<file path="config.mk">
export PLATFORM = sky130hd
export DESIGN_NAME = bip_control
export DESIGN_NICKNAME = d
export VERILOG_FILES = /design/src/rtl/bip_control.sv
export SDC_FILE = /design/constraint.sdc
export NUM_CORES = 1
export LEC_CHECK = 0
export ABC_AREA = 1
export BUFFER_PORTS_ARGS = -buffer_cell sky130_fd_sc_hd__buf_2
export CAP_MARGIN = 20
export CORE_MARGIN = 10
export CORE_UTILIZATION = 41
export CTS_CLUSTER_DIAMETER = 30
export CTS_CLUSTER_SIZE = 16
export DETAILED_ROUTE_END_ITERATION = 10
export PLACE_DENSITY = 0.79
export SKIP_CTS_REPAIR_TIMING = 1
export SLEW_MARGIN = 25
export SYNTH_ARGS = -nofsm -noshare
export SYNTH_HDL_FRONTEND = slang
export SYNTH_SLANG_ARGS = --single-unit
</file>
<file path="constraint.sdc">
create_clock -name clk -period 1.5 [get_ports clk]
set_input_delay 0.3 -clock clk [delete_from_list [all_inputs] [get_ports clk]]
set_output_delay 0.3 -clock clk [all_outputs]
set_load 0.01 [all_outputs]
</file>
<file path="src/rtl/bip_control.sv">
// Instruction-sequencing control unit for the BIP accumulator processor: PC, fetch, decode, datapath strobes.
// Optional executed-cycle counter is built only when BIP_CYCLE_COUNT_EN is defined.
module bip_control #(
  parameter int PC_WIDTH    = 11,
  parameter int INSTR_WIDTH = 16
) (
  input  logic                   clk,
  input  logic                   rst,
  input  logic [INSTR_WIDTH-1:0] prog_data,
  output logic [PC_WIDTH-1:0]    prog_addr,
  output logic [PC_WIDTH-1:0]    operand,
  output logic [1:0]             sel_a,
  output logic                   sel_b,
  output logic                   op_sub,
  output logic                   wr_acc,
  output logic                   wr_ram,
  output logic                   rd_ram,
  output logic                   halted,
  output logic [31:0]            cycle_count,
  output logic [1:0]             fsm_state
);

  localparam logic [1:0] ST_FETCH = 2'd0;
  localparam logic [1:0] ST_EXEC  = 2'd1;
  localparam logic [1:0] ST_HALT  = 2'd2;

  localparam logic [4:0] OP_HLT  = 5'b00000;
  localparam logic [4:0] OP_STO  = 5'b00001;
  localparam logic [4:0] OP_LD   = 5'b00010;
  localparam logic [4:0] OP_LDI  = 5'b00011;
  localparam logic [4:0] OP_ADD  = 5'b00100;
  localparam logic [4:0] OP_ADDI = 5'b00101;
  localparam logic [4:0] OP_SUB  = 5'b00110;
  localparam logic [4:0] OP_SUBI = 5'b00111;

  localparam logic [1:0] SEL_A_RAM = 2'd0;
  localparam logic [1:0] SEL_A_IMM = 2'd1;
  localparam logic [1:0] SEL_A_ALU = 2'd2;

  logic [1:0]          state;
  logic [1:0]          state_next;
  logic [PC_WIDTH-1:0] pc;
  logic [PC_WIDTH-1:0] pc_next;
  logic [4:0]          opcode;

  assign opcode    = prog_data[INSTR_WIDTH-1 -: 5];
  assign prog_addr = pc;
  assign fsm_state = state;
  assign halted    = (state == ST_HALT);

  // Strobes depend only on registered state and the fetched word, never on rst,
  // so a reset edge clears them in the following cycle.
  always_comb begin
    operand = '0;
    sel_a   = SEL_A_RAM;
    sel_b   = 1'b0;
    op_sub  = 1'b0;
    wr_acc  = 1'b0;
    wr_ram  = 1'b0;
    rd_ram  = 1'b0;
    if (state == ST_EXEC) begin
      operand = prog_data[PC_WIDTH-1:0];
      case (opcode)
        OP_STO: wr_ram = 1'b1;
        OP_LD: begin
          rd_ram = 1'b1;
          wr_acc = 1'b1;
          sel_a  = SEL_A_RAM;
        end
        OP_LDI: begin
          wr_acc = 1'b1;
          sel_a  = SEL_A_IMM;
        end
        OP_ADD, OP_SUB: begin
          rd_ram = 1'b1;
          wr_acc = 1'b1;
          sel_a  = SEL_A_ALU;
          sel_b  = 1'b0;
          op_sub = (opcode == OP_SUB);
        end
        OP_ADDI, OP_SUBI: begin
          wr_acc = 1'b1;
          sel_a  = SEL_A_ALU;
          sel_b  = 1'b1;
          op_sub = (opcode == OP_SUBI);
        end
        default: ;
      endcase
    end
  end

  // HLT leaves PC pointing at itself; every other opcode (including NOPs) advances it.
  always_comb begin
    state_next = state;
    pc_next    = pc;
    case (state)
      ST_FETCH: state_next = ST_EXEC;
      ST_EXEC: begin
        if (opcode == OP_HLT) begin
          state_next = ST_HALT;
        end else begin
          state_next = ST_FETCH;
          pc_next    = pc + PC_WIDTH'(1);
        end
      end
      ST_HALT: state_next = ST_HALT;
      default: state_next = ST_FETCH;
    endcase
  end

  always_ff @(posedge clk) begin
    if (rst) begin
      state <= ST_FETCH;
      pc    <= '0;
    end else begin
      state <= state_next;
      pc    <= pc_next;
    end
  end

`ifdef BIP_CYCLE_COUNT_EN
  logic [31:0] cycle_cnt;

  always_ff @(posedge clk) begin
    if (rst) begin
      cycle_cnt <= '0;
    end else if (state != ST_HALT) begin
      cycle_cnt <= cycle_cnt + 32'd1;
    end
  end

  assign cycle_count = cycle_cnt;
`else
  assign cycle_count = '0;
`endif

endmodule

</file>
==> impl_metrics.tcl <==
set metrics [dict create \
    final_min_period_over_clock_period 1.03 \
    worstPathMaxFanout 4 \
    wire_per_inst_um 11.5 \
    clock_sinks 13 \
    cpLargestDelayFamily "flip-flops" \
    maxCapViolCount 0 \
    drt_initial_violations 48 \
    status "finished, violations left" \
    cts_tree "done" \
    pre_repair_dr_iteration_count 5 \
    max_clock_freq_mhz 648 \
    overflow 0 \
    grtUsageTotal 0.109 \
    postPlaceCellArea_um2 1330 \
    period_minus_slack_ns 1.54 \
    fin_skew_ns 0.00607 \
    worstPathRequired_ns 1.20 \
    timing.rr.end "prog_addr[10]" \
    hpwl_mm 2.47 \
    dieHeight_um 72.9 \
    slew_viol_final 0 \
    stdcell_count 264 \
    ys.warnings.count 0 \
    ant_nets 0 \
    drt-vias-per-instance 4.28 \
    drive_above_1_share 0.335 \
    critPathBufInv 2 \
    fp.dieArea_um2 5310 \
    syn-mean-instance-area_um2 6.45 \
    worst_hold_path.endpoint "fsm_state[1]" \
    clk_latency_ns 0.29 \
    cts-root-buf "sky130_fd_sc_hd__clkbuf_4" \
    power_frac_clock 0.284 \
    cts_buffer_count 3 \
    worst_reg_to_reg_setup_slack_ns 0.21 \
    syn-instance-count 178 \
    p_total_mw 0.816 \
    number_of_antenna_violations_at_the_first_check_in_global_routing 0 \
    largest_net_degree_at_the_start_of_global_routing 14 \
    htree_levels 1 \
    power_switching_share 0.350 \
    synth.top_cells.by_area "sky130_fd_sc_hd__dfxtp_1, sky130_fd_sc_hd__buf_4, sky130_fd_sc_hd__nor2_1, sky130_fd_sc_hd__nand2_1, sky130_fd_sc_hd__inv_1" \
    worst-r2r-cell-count 8 \
    gpl.final_weighted_congestion 0.818 \
    io_buffer_count 49 \
    syn_area_um2 1150 \
    worst_setup_path_start_kind "register" \
    pin_count 82 \
    vdd.ir_drop.worst_mv 0.334 \
    min_path_cells 2 \
    synth_largest_area_cell "sky130_fd_sc_hd__dfxtp_1" \
    worst_path_max_delay_cell "sky130_fd_sc_hd__dfxtp_2" \
    finalSetupViolCount 3 \
    cts.reportedPaths.clkPinSlew_ns 0.08 \
    setup_tns_after_final_layout_ns -0.0893 \
    ys_seq_area_frac 0.227 \
    power.sequential.fraction 0.442 \
    antenna_cells_inserted 0 \
    max-clock-path-buffers 2 \
    setup_repair_after_global_routing_missed_its_margin "true" \
    yosys.cell_types.count 27 \
    p_leak_nw 0.799 \
    number_of_placed_cells_counting_well_taps 259 \
    synth_seq_cells 13 \
    endpoint_kind "output port" \
    grt_pass1_vias 1109 \
    cellInternalPower_mw 0.530 \
    grt_pass1_wl_mm 4.77 \
    design_area_um2 1390 \
    start_util 0.423 \
    worst-endpoint-arrival_ns 1.24 \
    routed_wl_mm 3.03 \
    power.density_nw_per_um2 585 \
    violations "negative setup slack" \
    total_switching_power_mw 0.286 \
    timing.critical_path.slowest_cell_delay_ns 0.34 \
    min_from "rst" \
    holdCritPathClass "in -> reg" \
    areaGrowthSynthToFinish_pct 21.5 \
    die_w_um 72.9 \
    report.final.hold_viol_count 0 \
    combPwrFrac 0.274 \
    setup_slack_ns -0.0434 \
    worst_r2r_startpoint "prog_addr[0]" \
    critical_path.cell_chain "inv_2 > nand2_4 > nor2_4 > nand2_2 > o21ai_1 > buf_2" \
    netlist.area_leader.share 0.227 \
    core_region_area_um2 2710 \
    fin_nets 253 \
    classification_of_the_worst_setup_path "reg -> out" \
    placementRows 19 \
    vias_post_dr 1129 \
    remaining_routing_drc_violations 0 \
]
-- layer usage --
layer  global-route usage  vias up  part of all wire
met5                    0        -                 0
met4               0.0633        0             0.022
met3               0.0599        4              0.13
met2                0.171       58              0.46
met1                0.113      474              0.38
li1                     -      593                 -
-- power by group through the flow --
stage          logic, mW  clock network (mW)  registers, mW
2_1_floorplan      0.189                   0          0.372
3_3_place_gp       0.208                   0          0.367
3_5_place_dp       0.210                   0          0.368
4_1_cts            0.211               0.228          0.360
5_1_grt            0.254               0.239          0.362
6_report           0.224               0.231          0.361
-- registers in the layout (all words and copies together), names as in the netlist --
signal / flops
fsm_state: 2
prog_addr: 11
-- metrics by stage --
step / hold WS (ns) / util / worst slack [ns]
3_5_place_dp: 0.434 / 0.489 / 0.0946
2_1_floorplan: 0.369 / - / 0.209
5_1_grt: 0.245 / 0.514 / -0.0908
4_1_cts: 0.232 / 0.499 / -0.179
6_report: 0.227 / 0.514 / -0.0434
3_3_place_gp: 0.435 / 0.489 / 0.123
-- final cells by class --
class                      count  area [um^2]
inverter                      28          110
fill                         300         1320
sequential                    13          263
clock buffer                   4         26.3
tap                           31         38.8
timing repair buffer          53          279
multi-input combinational    135          677
-- cell families (layout without fill, tap and decap cells) --
logic type,after synthesis,in the layout,share of synthesized area
flip-flops,13,13,0.227
XOR/XNOR,2,2,0.0153
adder cells (fa/ha/maj),1,1,0.0109
buffers and inverters,61,85,0.309
other,1,32,0.00327
AO/OA/AOI/OAI,15,15,0.0709
AND/OR/NAND/NOR,85,85,0.364
-- worst max-delay path by stage --
stage	slack [ns]	depth (start not counted)	end	start
finish	-0.04	6	wr_acc	fsm_state[1]
global route	-0.09	6	wr_acc	fsm_state[1]
CTS	-0.18	5	wr_acc	fsm_state[0]
detailed placement	0.09	10	wr_acc	prog_data[12]
global placement	0.12	10	wr_acc	prog_data[12]
floorplan	0.21	4	wr_ram	fsm_state[0]
-- synthesized netlist by cell type --
master / number
sky130_fd_sc_hd__xnor2_1: 1
sky130_fd_sc_hd__o21ai_1: 2
sky130_fd_sc_hd__a21oi_1: 9
sky130_fd_sc_hd__nor2_1: 33
sky130_fd_sc_hd__a31oi_1: 1
sky130_fd_sc_hd__nor2_2: 1
sky130_fd_sc_hd__nand2_2: 3
sky130_fd_sc_hd__inv_6: 1
sky130_fd_sc_hd__clkinv_1: 1
sky130_fd_sc_hd__o21bai_1: 2
sky130_fd_sc_hd__nor2_4: 3
sky130_fd_sc_hd__nand2_1: 29
sky130_fd_sc_hd__xor2_1: 1
sky130_fd_sc_hd__clkbuf_1: 1
sky130_fd_sc_hd__nand3_4: 1
sky130_fd_sc_hd__conb_1: 1
sky130_fd_sc_hd__buf_4: 32
sky130_fd_sc_hd__inv_1: 25
sky130_fd_sc_hd__dfxtp_1: 13
sky130_fd_sc_hd__inv_2: 1
sky130_fd_sc_hd__o21ai_0: 1
sky130_fd_sc_hd__nand3_1: 3
sky130_fd_sc_hd__nor3_1: 2
sky130_fd_sc_hd__nand2_8: 1
sky130_fd_sc_hd__nand4_1: 7
sky130_fd_sc_hd__ha_1: 1
sky130_fd_sc_hd__nand3_2: 2
-- placed cells by master, fill, tap and decap left out --
cell type,n
sky130_fd_sc_hd__clkbuf_4,3
sky130_fd_sc_hd__dfxtp_2,2
sky130_fd_sc_hd__buf_2,49
sky130_fd_sc_hd__o21ai_1,2
sky130_fd_sc_hd__a21oi_1,9
sky130_fd_sc_hd__nor3_1,1
sky130_fd_sc_hd__nand2_4,1
sky130_fd_sc_hd__nand2_2,3
sky130_fd_sc_hd__nor2_4,4
sky130_fd_sc_hd__inv_1,24
sky130_fd_sc_hd__nor2_2,4
sky130_fd_sc_hd__nor2_1,29
sky130_fd_sc_hd__nand3_1,3
sky130_fd_sc_hd__o21ai_0,1
sky130_fd_sc_hd__nand3_2,2
sky130_fd_sc_hd__nand3_4,1
sky130_fd_sc_hd__a31oi_1,1
sky130_fd_sc_hd__nor3_2,1
sky130_fd_sc_hd__inv_6,1
sky130_fd_sc_hd__nand4_1,7
sky130_fd_sc_hd__buf_4,3
sky130_fd_sc_hd__ha_1,1
sky130_fd_sc_hd__o21bai_1,2
sky130_fd_sc_hd__buf_6,1
sky130_fd_sc_hd__nand2_1,28
sky130_fd_sc_hd__nand2_8,1
sky130_fd_sc_hd__conb_1,32
sky130_fd_sc_hd__inv_2,2
sky130_fd_sc_hd__clkbuf_1,1
sky130_fd_sc_hd__clkinv_1,1
sky130_fd_sc_hd__xor2_1,1
sky130_fd_sc_hd__xnor2_1,1
sky130_fd_sc_hd__dfxtp_1,11
Note: power is estimated with default switching activity, not from simulation.
